<file path="src/rtl/jtoutrun_fb_pkg.sv">
// jtoutrun_fb_pkg: shared constants for the Out Run framebuffer writer.
// Holds drain FSM encodings, the default frame size and word-packing layout.
package jtoutrun_fb_pkg;

   localparam logic [1:0] ST_IDLE = 2'd0;
   localparam logic [1:0] ST_REQ  = 2'd1;
   localparam logic [1:0] ST_GAP  = 2'd2;

   localparam logic [15:0] MAXW_DEF = 16'd35840;

   localparam int HW_W     = 16;
   localparam int PIX0_LSB = 0;
   localparam int PIX1_LSB = 16;

   // Second pixel of a pair lands in the upper half-word.
   function automatic logic [31:0] pack_word(
      input logic [HW_W-1:0] h1,
      input logic [HW_W-1:0] h0
   );
      return {h1, h0};
   endfunction

endpackage

</file>
<file path="src/rtl/jtoutrun_fb_writer_if.sv">
// jtoutrun_fb_writer_if: jtframe-style cs/ok SDRAM write slot.
// The writer owns cs/addr/data; the SDRAM controller answers with ok.
interface jtoutrun_fb_writer_if #(parameter int AW = 17);

   logic          fb_cs;
   logic [AW-1:0] fb_addr;
   logic [31:0]   fb_data;
   logic          fb_ok;

   modport master (
      output fb_cs, fb_addr, fb_data,
      input  fb_ok
   );

   modport slave (
      input  fb_cs, fb_addr, fb_data,
      output fb_ok
   );

endinterface

</file>
<file path="src/rtl/jtoutrun_fb_fifo.sv">
// jtoutrun_fb_fifo: small synchronous FIFO carrying {address, data} words.
// A push while full is dropped; push and pop may share a cycle.
module jtoutrun_fb_fifo #(
   parameter int DW = 49,
   parameter int AW = 3
)(
   input  logic          clk,
   input  logic          rst_n,
   input  logic          push,
   input  logic [DW-1:0] din,
   input  logic          pop,
   output logic [DW-1:0] dout,
   output logic          full,
   output logic          empty
);

   logic [DW-1:0] mem [2**AW];
   logic [AW:0]   wp, rp;
   logic          do_push, do_pop;

   assign empty   = wp == rp;
   assign full    = (wp[AW] != rp[AW]) &&
                    (wp[AW-1:0] == rp[AW-1:0]);
   assign do_push = push & ~full;
   assign do_pop  = pop & ~empty;
   assign dout    = mem[rp[AW-1:0]];

   always_ff @(posedge clk) begin
      if (!rst_n) begin
         wp <= '0;
         rp <= '0;
      end else begin
         if (do_push) wp <= wp + (AW+1)'(1);
         if (do_pop)  rp <= rp + (AW+1)'(1);
      end
   end

   always_ff @(posedge clk) begin
      if (do_push) mem[wp[AW-1:0]] <= din;
   end

endmodule

</file>
<file path="src/rtl/jtoutrun_fb_writer.sv">
// jtoutrun_fb_writer: packs RGB555 pixels two per word into a double-buffered SDRAM frame.
// Define JTOUTRUN_FB_SHADOW_EN to add a shadow input stored in bit 15 of each half-word.
module jtoutrun_fb_writer
   import jtoutrun_fb_pkg::*;
#(
   parameter int          FIFO_AW = 3,
   parameter int          AW      = 17,
   parameter logic [15:0] MAXW    = MAXW_DEF
)(
   input  logic       clk,
   input  logic       rst_n,
   input  logic       pxl_cen,
   input  logic       enable,
   input  logic       LHBL,
   input  logic       LVBL,
   input  logic [4:0] red,
   input  logic [4:0] green,
   input  logic [4:0] blue,
`ifdef JTOUTRUN_FB_SHADOW_EN
   input  logic       shadow,
`endif
   jtoutrun_fb_writer_if.master fb,
   output logic       disp_bank,
   output logic       frame_done,
   output logic       overflow
);

   localparam int            CW   = AW - 1;
   localparam int            FW   = 32 + AW;
   localparam logic [CW-1:0] MAXC = CW'(MAXW);

   logic          lvbl_l, lhbl_l, active, eof_pend, wr_bank;
   logic          has0, sh0, sh;
   logic [14:0]   pix0, pix;
   logic [CW-1:0] word_cnt;
   logic [1:0]    st;
   logic          vs_rise, vs_fall, hs_fall, sample;
   logic          push_try, in_rng, push, pop;
   logic          full, empty, swap;
   logic [31:0]   push_word;
   logic [FW-1:0] fifo_out;

`ifdef JTOUTRUN_FB_SHADOW_EN
   assign sh = shadow;
`else
   assign sh = 1'b0;
`endif

   assign pix      = {red, green, blue};
   assign vs_rise  = LVBL & ~lvbl_l;
   assign vs_fall  = ~LVBL & lvbl_l;
   assign hs_fall  = ~LHBL & lhbl_l;
   assign sample   = pxl_cen & LHBL & LVBL & active;
   assign push_try = has0 & (sample | hs_fall);
   assign in_rng   = word_cnt < MAXC;
   assign push     = push_try & in_rng & ~full;
   assign pop      = (st == ST_REQ) & fb.fb_ok;

   // A line ending on an odd pixel is flushed with an empty upper half.
   assign push_word = sample ?
      pack_word({sh, pix}, {sh0, pix0}) :
      pack_word(16'd0, {sh0, pix0});

   // A new frame start forces a pending bank swap to complete first.
   assign swap = eof_pend &
      ((empty & (st == ST_IDLE)) | vs_rise);

   jtoutrun_fb_fifo #(
      .DW (FW),
      .AW (FIFO_AW)
   ) u_fifo (
      .clk   (clk),
      .rst_n (rst_n),
      .push  (push),
      .din   ({wr_bank, word_cnt, push_word}),
      .pop   (pop),
      .dout  (fifo_out),
      .full  (full),
      .empty (empty)
   );

   always_ff @(posedge clk) begin
      if (!rst_n) begin
         lvbl_l     <= 1'b1;
         lhbl_l     <= 1'b1;
         active     <= 1'b0;
         eof_pend   <= 1'b0;
         wr_bank    <= 1'b0;
         disp_bank  <= 1'b0;
         frame_done <= 1'b0;
         overflow   <= 1'b0;
         has0       <= 1'b0;
         sh0        <= 1'b0;
         pix0       <= '0;
         word_cnt   <= '0;
      end else begin
         lvbl_l     <= LVBL;
         lhbl_l     <= LHBL;
         frame_done <= swap;
         if (swap) begin
            disp_bank <= wr_bank;
            wr_bank   <= ~wr_bank;
            eof_pend  <= 1'b0;
         end else if (vs_fall & active) begin
            eof_pend <= 1'b1;
         end
         if (vs_rise) begin
            active   <= enable;
            word_cnt <= '0;
            overflow <= 1'b0;
            has0     <= 1'b0;
         end else begin
            // Dropped words still consume an address slot.
            if (push_try & in_rng) begin
               word_cnt <= word_cnt + CW'(1);
               if (full) overflow <= 1'b1;
            end
            if (sample) begin
               has0 <= ~has0;
               pix0 <= pix;
               sh0  <= sh;
            end else if (hs_fall) begin
               has0 <= 1'b0;
            end
         end
      end
   end

   always_ff @(posedge clk) begin
      if (!rst_n) begin
         st         <= ST_IDLE;
         fb.fb_cs   <= 1'b0;
         fb.fb_addr <= '0;
         fb.fb_data <= '0;
      end else begin
         case (st)
            ST_IDLE: if (!empty) begin
               st         <= ST_REQ;
               fb.fb_cs   <= 1'b1;
               fb.fb_addr <= fifo_out[FW-1:32];
               fb.fb_data <= fifo_out[31:0];
            end
            ST_REQ: if (fb.fb_ok) begin
               st       <= ST_GAP;
               fb.fb_cs <= 1'b0;
            end
            default: st <= ST_IDLE;
         endcase
      end
   end

endmodule

</file>
<file path="src/flat_wrapper.sv">
// flat-port wrapper written by rule: the top's interface ports become plain ports
module jtoutrun_fb_writer_flat import jtoutrun_fb_pkg::*;
#(
   parameter int          FIFO_AW = 3,
   parameter int          AW      = 17,
   parameter logic [15:0] MAXW    = MAXW_DEF
)
  (clk, rst_n, pxl_cen, enable, LHBL, LVBL, red, green, blue, disp_bank, frame_done, overflow, fb_fb_cs, fb_fb_addr, fb_fb_data, fb_fb_ok);
  jtoutrun_fb_writer_if #(.AW(AW)) fb_i ();
  input  logic clk;
  input  logic rst_n;
  input  logic pxl_cen;
  input  logic enable;
  input  logic LHBL;
  input  logic LVBL;
  input  logic [4:0] red;
  input  logic [4:0] green;
  input  logic [4:0] blue;
  output logic disp_bank;
  output logic frame_done;
  output logic overflow;
  output wire logic [$bits(fb_i.fb_cs)-1:0] fb_fb_cs;
  output wire logic [$bits(fb_i.fb_addr)-1:0] fb_fb_addr;
  output wire logic [$bits(fb_i.fb_data)-1:0] fb_fb_data;
  input wire logic [$bits(fb_i.fb_ok)-1:0] fb_fb_ok;
  assign fb_fb_cs = fb_i.fb_cs;
  assign fb_fb_addr = fb_i.fb_addr;
  assign fb_fb_data = fb_i.fb_data;
  assign fb_i.fb_ok = fb_fb_ok;
  jtoutrun_fb_writer #(.FIFO_AW(FIFO_AW), .AW(AW), .MAXW(MAXW)) u_core (.clk(clk), .rst_n(rst_n), .pxl_cen(pxl_cen), .enable(enable), .LHBL(LHBL), .LVBL(LVBL), .red(red), .green(green), .blue(blue), .fb(fb_i), .disp_bank(disp_bank), .frame_done(frame_done), .overflow(overflow));
endmodule
</file>
<file path="config.mk">
export PLATFORM = sky130hd
export DESIGN_NAME = jtoutrun_fb_writer_flat
export DESIGN_NICKNAME = d
export VERILOG_FILES = /design/src/rtl/jtoutrun_fb_pkg.sv /design/src/rtl/jtoutrun_fb_writer_if.sv /design/src/rtl/jtoutrun_fb_fifo.sv /design/src/rtl/jtoutrun_fb_writer.sv /design/src/flat_wrapper.sv
export SDC_FILE = /design/constraint.sdc
export NUM_CORES = 1
export LEC_CHECK = 0
export CORE_ASPECT_RATIO = 0.5
export CORE_MARGIN = 10
export CORE_UTILIZATION = 25
export CTS_CLUSTER_DIAMETER = 200
export CTS_CLUSTER_SIZE = 10
export DETAILED_ROUTE_END_ITERATION = 10
export MAX_ROUTING_LAYER = met4
export PLACE_DENSITY_LB_ADDON = 0.08
export SLEW_MARGIN = 40
export SYNTH_ARGS = -nofsm -noshare
export SYNTH_HDL_FRONTEND = slang
export SYNTH_SLANG_ARGS = --single-unit
export TNS_END_PERCENT = 20
</file>
<file path="constraint.sdc">
create_clock -name clk -period 22.9 [get_ports clk]
set_input_delay 5.725 -clock clk [delete_from_list [all_inputs] [get_ports clk]]
set_output_delay 5.725 -clock clk [all_outputs]
set_load 0.01 [all_outputs]
</file>
# [Word level (Yosys, flattened, before mapping)]
# Memory sizes are Yosys's and may differ from the RTL's. A register that Yosys moved wholly into a read port is not among the register bits.
# Index checks and enable logic that the tools add are counted.
[classes] muxes=11 bitwise_logic=26 n_reduce_logical=12 addsub=3 n_lt_le_gt_ge=1 n_eq_ne=6
[ops] cell="$mux W31" n=1
[ops] cell="$add A16 B1 Y16 const B" n=1
[ops] cell="$lt A16 B16 Y1 const B" n=1
[ops] cell="$and A1 B1 Y1" n=15
[ops] cell="$not A1 Y1" n=9
[ops] cell="$add A4 B1 Y4 const B" n=2
[ops] cell="$reduce_and A2 Y1" n=4
[ops] cell="$mux W1" n=6
[ops] cell="$eq A4 B4 Y1" n=1
[ops] cell="$mux W2" n=2
[ops] cell="$ne A2 B2 Y1 const B" n=2
[ops] cell="$pmux W2 S2" n=1
[ops] cell="$reduce_bool A2 Y1" n=2
[ops] cell="$reduce_or A2 Y1" n=2
[ops] cell="$eq A3 B3 Y1" n=1
[ops] cell="$reduce_and A3 Y1" n=1
[ops] cell="$eq A2 B1 Y1 const B" n=1
[ops] cell="$logic_not A2 Y1" n=1
[ops] cell="$or A1 B1 Y1" n=2
[ops] cell="$pmux W1 S2" n=1
[ops] cell="$logic_and A1 B1 Y1" n=1
[ops] cell="$logic_not A1 Y1" n=1
[ops] cell="$ne A1 B1 Y1" n=1
[word_totals] ramBits=384 mem_count=1 elab_cells=76 ff_bits=83
[memory_table] name="u_core.u_fifo.mem" depth=8 width=48 rd=1 rd_clocked_by_memory_dff=1 write_ports=1 line="jtoutrun_fb_fifo.sv:17" rtl="logic [DW-1:0] mem [2**AW];"

# [Depth between registers and ports, before layout]
# Gate-level depths: netlist of run 1.
[logic_depth] word_depth=10 depth_mapped=7

# [By module]
# Synthesis of run 1 repeated with hierarchy kept, for this count alone.
[unflattened] cells_unflattened=1083 hier_area_um2=18969.4
[modules_own_cells] module="jtoutrun_fb_fifo" instances=1 cells_per_inst=649 area_each_um2=15453.6
[modules_own_cells] module="jtoutrun_fb_writer" instances=1 cells_per_inst=434 area_each_um2=3515.9

# [Worst setup path after synthesis of run 1]
# No wires, ideal clock.
[synth_timing] path_kind="input port to flip-flop" from="in LVBL" to="mem u_core.u_fifo.mem[0][0] (netlist bit), enable pin" n_path_buf=1 arrival_time_ns=10.999 setup_time_ns=0.568 path_slack_ns=11.333 stages=5 cell_sequence="and4_1 -> buf_2 -> o221a_2 -> nand2_1 -> nor4_1"
[synth_via] elab_chain_len=9
[synth_lines] element="start, declared" line="flat_wrapper.sv:15" rtl="input logic LVBL;"
[synth_lines] element="$and A1 B1 Y1 (2 in a row)" line="jtoutrun_fb_writer.sv:53" rtl="assign sample = pxl_cen & LHBL & LVBL & active;"
[synth_lines] element="$or A1 B1 Y1" line="jtoutrun_fb_writer.sv:54" rtl="assign push_try = has0 & (sample | hs_fall);"
[synth_lines] element="$and A1 B1 Y1" line="jtoutrun_fb_writer.sv:54"
[synth_lines] element="$and A1 B1 Y1 (2 in a row)" line="jtoutrun_fb_writer.sv:56" rtl="assign push = push_try & in_rng & ~full;"
[synth_lines] element="$and A1 B1 Y1" line="jtoutrun_fb_fifo.sv:24" rtl="assign do_push = push & ~full;"
[synth_lines] element="$mux W1" line="jtoutrun_fb_fifo.sv:39" rtl="if (do_push) mem[wp[AW-1:0]] <= din;"
[synth_lines] element="$mux W1 (implied by the code)" line="jtoutrun_fb_fifo.sv:39"
[synth_lines] element="end, declared" line="jtoutrun_fb_fifo.sv:17"
# No other way between the ends.

# [Final worst setup path of run 1]
[layout_timing] from="in LVBL" to="mem u_core.u_fifo.mem[1][13] (netlist bit), enable pin"
# Same word-level chain as after synthesis.

==> flow_results.org, run 1 <==
** Route
- Final routed DRC violation total :: 0
- Vias post-DR :: 9095
- The routed design has 45.6 mm of wire.
- Before antenna repair, the detailed router went through 5 iterations.
- Using the TritonRoute via totals, the vias-per-cell ratio works out to ~4.4.
- In the final routed layout, each cell accounts on average for about 22 um.
- Antenna-violating nets left :: 0
- First-iteration detailed-routing DRC count :: roughly 500

** Synth
- Proportion of register bits with asynchronous set or reset after synthesis :: 0
- Post-synth top flop :: edfxtp_1
- Of the total synthesized cell area, the portion taken by full adders, half adders and majority gates is 0.00210.
- Of the total synthesized cell area, the portion taken by AND, OR, NAND and NOR gates is 0.0416.
- Of the synthesized area, sequential elements account for 0.740.
- In this run, synthesis produced a sequential element count of roughly 470.
- Netlist area before placement :: ~18000 um^2
- Yosys warnings :: 0
- Share of synthesized area spent on multiplexers :: 0.152
- Post-synthesis average cell area :: between 15 and 20 um^2
- Area share of xor/xnor cells in the synthesized design :: 0.00342
- Largest family of logic cells by synthesized area :: multiplexers
- In this run, synthesis inferred between 300 and 400 flip-flops with an integrated enable.
- Synth Instances :: slightly below 1k
- Count of unique library cells instantiated by Yosys :: between 40 and 50
- The post-synthesis compound-gate area fraction came to 0.0433.

** Floorplan
- Area of the core region :: around 71000 um^2
- Total I/O pin count :: 75
- Initial core utilization :: 0.252
- The die is 209 um tall.
- The die is about 400 um wide.
- The floorplan step defined a die boundary enclosing around 83000 um^2.
- In this run the core area contains slightly below 70 standard-cell rows.

** Global routing
- The first global-routing pass estimated 68.0 mm of wire.
- Entering global routing, the biggest net connects 68 pins.
- In the global route stage, overall resource usage came out at 0.111.
- Via count of the first global-routing pass :: about 9.9k
- Initial antenna violation count :: 2
- Total overflow reported by the global router :: 0

** Timing
- Worst-margin pin slew :: ~0.81 ns
- Setup violations remaining at the end of the flow were counted as 0.
- Share of the clock period used by the worst path after layout :: 0.346
- Post-layout minimum cycle time :: between 7 and 8 ns
- Worst Clk Skew :: roughly 0.027 ns
- Maximum clock rate :: around 0.13 GHz
- Summed over all failing endpoints, the final setup total negative slack is 0 ns.
- Smallest hold slack :: between 0.4 and 0.5 ns
- Setup repair after global routing left no endpoint under its margin.
- Final Slew Violations :: 0
- Endpoints failing hold :: 0
- Setup slack closes at ~15 ns.
- Slew Limit Headroom :: 0.458

** Final layout
- Area delta synth->final :: 19.3%
- Final core occ :: 0.301
- The finished layout holds ~2.1k standard cells, fillers aside.
- The multi-input combinational cells in the finished layout cover a total of 4420 um^2.
- In the final layout, the share of cells above drive strength 1 is 0.167.
- N_diodes :: 0
- Sequential cell area :: ~13000 um^2
- Final layout net count :: 1105
- Counting the fill cells in the layout gives around 7k.

** Placement
- Worst slack at placement :: roughly 14 ns
- Number of I/O port buffers :: between 70 and 80
- The congestion estimate from routability-driven global placement came to 0.690.
- Number of placed instances with taps included :: 1983
- After legalization and detailed placement, the total HPWL measured between 20 and 30 mm.

** Setup path
- Max incr delay on CP :: 0.55 ns
- Startpoint Class :: input port
- Of all nets on the critical path, the largest fanout is 47.
- Critical setup path kind :: input port to flop
- At the worst endpoint, the required time is 23.09 ns.
- Cell with the largest stage delay on the worst path :: buf_6
- Buffers and inverters on the worst path :: 3
- Top cell family by delay on the critical path :: buffers and inverters
- Traced cell by cell, the critical path runs through clkdlybuf4s50_1 -> and4_1 -> buf_4 -> o221a_2 -> nand3_1 -> nor3_2 -> buf_6.
- Arrival time at the worst endpoint :: ~8.1 ns
- Kind of end point of the critical path :: flop

** CTS
- Post-CTS Hold Buffers :: 0
- Clock tree sinks :: 474
- Clock Root Buffer :: clkbuf_16
- Resized cells post-CTS :: 0
- Once the clock tree was built, the setup fixing pass inserted 0 buffers.
- TritonCTS built the clock tree.
- Clock-pin slew on the worst setup and hold paths :: around 0.060 ns
- Number of H-tree branching levels :: 2
- The clock reaches the later pin of the worst-skew pair after 0.58 ns.
- The clock passes through at most 3 buffers.
- Total CTS buffers :: 53

** Job
- Number of max-capacitance violations reported :: 0

** Worst hold path
- The min-delay analysis places its worst path in the category flop to flop.

** Power and ir drop
- Pwr/cell area :: 80.1 nW/um^2
- Highest ir drop seen on vdd :: approximately 0.046 mV
- P_leak :: just under 0.007 uW

** Status
- The flow ran to the end, and the final reports show no timing, DRC or antenna violations.
[placed cells by master (no fill, tap or decap), types with 3 or more instances in the layout]
cell type and instances:
nor2_1 11, or4_1 5, nand2b_1 10, clkdlybuf4s50_1 71, nand4_1 8, mux4_2 94
xnor2_1 6, inv_1 5, buf_4 9, a21oi_1 74, mux2i_1 60, buf_6 10
ha_1 3, dfxtp_1 95, clkbuf_1 41, o31ai_1 4, edfxtp_1 376, nand3_1 7
o21ai_0 54, dfxtp_4 3, or3_1 9, clkbuf_16 55, and2_1 18, nor3_2 4
nand2_1 56
[sequential cells by signal (all words and copies together) (netlist names)]
| signal | cells |
|---|---|
| u_core.active | 1 |
| u_core.disp_bank | 1 |
| u_core.eof_pend | 1 |
| u_core.fb.fb_addr | 17 |
| u_core.fb.fb_cs | 1 |
| u_core.fb.fb_data | 30 |
| u_core.frame_done | 1 |
| u_core.has0 | 1 |
| u_core.lhbl_l | 1 |
| u_core.lvbl_l | 1 |
| u_core.overflow | 1 |
| u_core.pix0 | 15 |
| u_core.st | 2 |
| u_core.u_fifo.mem | 376 |
| u_core.u_fifo.rp | 4 |
| u_core.u_fifo.wp | 4 |
| u_core.word_cnt | 16 |
| u_core.wr_bank | 1 |
[per-layer routing]
layer  GRT usage  routed length [um]  part of all wire  vias to the layer above
met5           -                   0                 0                        -
met4      0.0239                 808             0.018                        0
met3      0.0182                1360             0.030                       68
met2       0.188               22600              0.50                      118
met1       0.141               20800              0.46                     4784
li1            -                   -                 -                     4125
[cell usage after synthesis, types with 3 or more instances]
| library cell | n | area (um^2) |
|---|---|---|
| inv_1 | 5 | 18.8 |
| ha_1 | 3 | 37.5 |
| and2_1 | 18 | 113 |
| nand2_1 | 56 | 210 |
| buf_2 | 22 | 110 |
| edfxtp_1 | 376 | 11300 |
| dfxtp_1 | 98 | 1960 |
| buf_1 | 3 | 11.3 |
| nor4_1 | 3 | 18.8 |
| nand3_1 | 7 | 35.0 |
| xnor2_1 | 6 | 52.6 |
| or3_1 | 9 | 56.3 |
| nor3_1 | 6 | 30.0 |
| or4_1 | 5 | 37.5 |
| o31ai_1 | 4 | 30.0 |
| mux4_2 | 94 | 2120 |
| buf_4 | 6 | 45.0 |
| nand2b_1 | 10 | 62.6 |
| mux2i_1 | 60 | 601 |
| nand4_1 | 8 | 50.1 |
| o21ai_0 | 55 | 275 |
| a21oi_1 | 74 | 370 |
| nor2_1 | 13 | 48.8 |
| clkbuf_1 | 29 | 109 |
[metrics by stage]
stage	power (uW)	instance area, um^2
final	1710	21400
after global routing	1780	21400
after CTS	1740	21300
after detailed placement	950	19800
after global placement	950	19800
after floorplan	942	17900
[final timing paths]
| path | startpoint | endpoint | slack [ns] | depth (start not counted) |
|---|---|---|---|---|
| max | LVBL | u_core.u_fifo.mem[1][13]$_DFFE_PP_ | 14.99 | 7 |
| min | u_core.overflow$_SDFFE_PP0P_ | u_core.overflow$_SDFFE_PP0P_ | 0.47 | 1 |
| max reg2reg | u_core.u_fifo.rp[1]$_SDFFE_PN0P_ | u_core.u_fifo.mem[0][31]$_DFFE_PP_ | 19.99 | 5 |
| min reg2reg | u_core.overflow$_SDFFE_PP0P_ | u_core.overflow$_SDFFE_PP0P_ | 0.47 | 1 |
[where the power goes]
group	switching [uW]	internal [uW]
Combinational	8.29	5.36
Sequential	1.00	917
Clock	332	447
[final cells by class]
class                      instances  share of cell area
tap                              958              0.0561
clock buffer                      96              0.0717
timing repair buffer              91              0.0420
sequential                       474               0.621
inverter                           6             0.00111
clock inverter                     2            0.000820
multi-input combinational        454               0.207
[logic make-up (layout without fill, tap and decap cells)]
logic type                 count (synthesis)  after routing
muxes                                    154            154
other                                      1              2
AOI/OAI and AO/OA                        142            142
buffers and inverters                     67            195
and+or+nand+nor                          146            146
DFF                                      474            474
adders and majority gates                  3              3
xor gates and xnor gates                   7              7
Note: power is estimated with default switching activity, not from simulation.
==> run 2: changes to the inputs <==
- clock period: 22.9 -> 6.78 ns (I/O delays scaled with it)
==> run 2 against run 1 <==
Net effect:
- critical path depth did not move
- global-route usage increased by 0.28 points
- non-clock buffer count grew 8
- count of clock-buffer cells in the layout fell by 1
- sequential share of layout area shrank 0.18 points
- hold slack better by 0.0012 ns
- flip-flop and latch count is the same
- clock power rose to 3.3 times the previous value
- cell area up 0.29%
- largest cell class unchanged
- highest routed layer unchanged
==> flow_results.org, run 2 (synthesized netlist as in run 1, its figures left out) <==
** CTS
- Clock-pin slew on the worst setup and hold paths :: 0.06 ns (about the same)
- Total CTS buffers :: 53 (unchanged)
- The number of setup buffers added after CTS came to 0 (unchanged).
- The clock latency of the later-clocked register in the worst-skew pair is 0.58 ns (about the same).
- The number of cells upsized or downsized after cts was 0 (unchanged).
- The hold-fix buffer count after cts was 0 (unchanged).
- The clock sink count came to 474 (unchanged).
- The H-tree depth reported by CTS came to 2 (unchanged).
- Bufs on Longest Clock Path :: 3 (unchanged)
- CTS placed an instance of clkbuf_16 at the clock tree root.
- Clock tree from TritonCTS :: done

** Placement
- Worst slack at placement :: 2.16 ns (-12.19 ns)
- The number of input and output port buffers inserted was 72 (unchanged).
- The final weighted congestion of routability-driven global placement was 0.703 (+1.9%).
- Placed Instance Area :: 19900 um^2 (+0.42%)
- Dpl hpwl :: 28.3 mm (+11%)

** Final layout
- The number of flip-flops in the largest register came to 376 (unchanged).
- Compared with the post-synthesis result, the final layout area differs by 19.6%.
- Final non-filler cell area :: 21400 um^2 (+0.29%)
- The number of nets in the layout came to 1113 (+0.72%).
- Leaving out fill and tap cells, the most frequent cell in the layout is edfxtp_1.
- Share of cells above drive strength 1 :: 0.172 (+0.00412)
- The library cells used most frequently in the layout, excluding fill and tap cells, are edfxtp_1 (376), dfxtp_1 (95), mux4_2 (94), a21oi_1 (74), clkdlybuf4s50_1 (71).
- Final core occ :: 0.302 (+0.000863)

** Worst hold path
- Hold Crit Start :: u_core.disp_bank$_SDFFE_PN0P_
- The worst hold path belongs to the class flop to flop.
- The count of cells along the worst hold path is 2 (+1).

** Setup path
- STA classifies the critical path endpoint as a flop.
- The startpoint identified for the worst register-to-register timing path is u_core.u_fifo.rp[0]$_SDFFE_PN0P_.
- R2R Setup Slk :: 3.87 ns (-16.12 ns)
- The worst endpoint data arrival time is 4.20 ns (-3.91 ns).
- The required time at the endpoint of the critical path is 6.98 ns (-16.11 ns).
- On the critical path, the stage with the largest delay is an instance of buf_4.
- The worst setup path is of the input port to flop kind.
- Critical Path, Cell by Cell :: clkdlybuf4s50_1 -> and4_1 -> buf_4 -> o221a_2 -> nand2_1 -> nor3_2 -> buf_4
- The cell family contributing the most delay on the critical path is buffers and inverters.
- The top fanout value on the critical path came to 36 (-23%).
- Critical path origin :: LVBL
- The number of cells on the worst reg-to-reg path is 5 (unchanged).
- Most frequent CP cell :: buf_4
- Max incr delay on CP :: 0.59 ns (+0.04 ns)
- Critical register-to-register path endpoint :: u_core.u_fifo.mem[4][18]$_DFFE_PP_
- Number of logic stages on the critical path including buffering :: 7 (unchanged)
- Startpoint Class :: input port
- Buffers and inverters on the worst path :: 3 (unchanged)
- In this run the worst setup path terminates at u_core.u_fifo.mem[4][18]$_DFFE_PP_.

** Floorplan
- Area of the core region :: 71000 um^2 (unchanged)
- The effective utilization at floorplan came to 0.252 (unchanged).
- Die Footprint :: 83400 um^2 (unchanged)
- Total I/O pin count :: 75 (unchanged)
- The die height was 209 um (unchanged).
- The width of the die is 398 um (unchanged).
- Number of placement rows :: 69 (unchanged)

** Timing
- Dividing the final minimum period by the clock period gives 0.590.
- The least setup slack across all paths after layout came to 2.78 ns (-12.21 ns).
- Worst Clk Skew :: 0.0251 ns (-0.00192 ns)
- The actual slew at the worst max-slew pin is 0.752 ns (-0.0608 ns).
- Total negative slack :: 0 ns (unchanged)
- The remaining max-slew budget at the tightest pin was 0.498 (+0.0402).
- Setup repair after global routing missed its margin :: no
- Post-layout minimum cycle time :: 4.00 ns
- Static timing analysis puts the maximum clock frequency at 0.250 GHz.
- The count of final setup violators is 0 (unchanged).
- The max-slew violation count is 0 (unchanged).
- Endpoints failing hold :: 0 (unchanged)

** Power and ir drop
- The largest voltage drop on the vdd net was 0.158 mV (+240%).
- The overall power came to 5740 uW (+240%).
- P_leak :: 0.00710 uW (+2.9%)
- The total power density per cell area came to 268 nW/um^2 (+230%).

** Global routing
- Total overflow reported by the global router :: 0 (unchanged)
- Global-route wire length before repair :: 68.6 mm (+0.98%)
- The global-route total usage across every layer is 0.114 (+0.00279).
- Via count of the first global-routing pass :: 9684 (-1.8%)
- Pin count of the biggest net entering global routing :: 57 (-16%)
- The number of antenna violations at the first check in global routing came to 3 (+1).

** Route
- Vias post-DR :: 9144 (+0.54%)
- First-iteration detailed-routing DRC count :: 549 (+10%)
- Detailed-route wire length per cell :: 22.5 um (+2.6%)
- The detail-routed via count per cell is 4.38 (+0.11%).
- Antenna-violating nets left :: 0 (unchanged)
- Final routed DRC violation total :: 0 (unchanged)
- The first-pass detailed-route iteration total was 5 (unchanged).
- Routed WL :: 47.0 mm (+3.0%)

** Status
- Outcome :: finished clean

** Job
- Number of max-capacitance violations reported :: 0 (unchanged)
-- run 2: cell types whose count changed in the layout (fill, tap and decap cells not counted), sizes merged --
cell	delta
buf	+8
clkbuf	-1
diode	+1
inv	+1
-- run 2: through the flow --
step / cells / hold WS, ns
floorplan: 995 / 0.465
global placement: 1986 / 0.454
detailed placement: 1990 / 0.451
CTS: 2088 / 0.461
global route: 2089 / 0.505
finish: 2090 / 0.466
-- run 2: area by class of cell --
type                            count  area, um^2
Fill cell                        6950       49600
Inverter                            6        22.5
Sequential cell                   474       13300
Clock buffer                       95        1480
Antenna cell                        1        2.50
Tap cell                          958        1200
Clock inverter                      3        26.3
Multi-Input combinational cell    454        4430
Timing Repair Buffer               99         985
-- run 2: worst min path at each step --
stage / to / slack, ns
6_report: u_core.disp_bank$_SDFFE_PN0P_ / 0.47
5_1_grt: u_core.disp_bank$_SDFFE_PN0P_ / 0.50
4_1_cts: u_core.disp_bank$_SDFFE_PN0P_ / 0.46
3_5_place_dp: u_core.disp_bank$_SDFFE_PN0P_ / 0.45
3_3_place_gp: u_core.disp_bank$_SDFFE_PN0P_ / 0.45
2_1_floorplan: u_core.has0$_SDFFE_PP0N_ / 0.47
-- run 2: report_power, final --
part	leakage, uW	switching (uW)	internal (uW)
logic	0.00149	28.6	18.8
registers	0.00489	3.53	3100
clock network	0.000716	1130	1470
total	0.00710	1160	4580
-- run 2: worst reg2reg max path: cells and delay by family (launching register included) --
family	cells	cell delay, ns
and+or+nand+nor	3	0.88
xor gates and xnor gates	1	0.30
buffers and inverters	1	0.59
DFF	1	0.71
-- run 2: per-layer routing --
| metal | GRT usage | up-vias | wire [um] |
|---|---|---|---|
| li1 | - | 4144 | - |
| met1 | 0.148 | 4821 | 21600 |
| met2 | 0.187 | 120 | 23000 |
| met3 | 0.0194 | 59 | 1530 |
| met4 | 0.0245 | 0 | 810 |
| met5 | - | - | 0 |
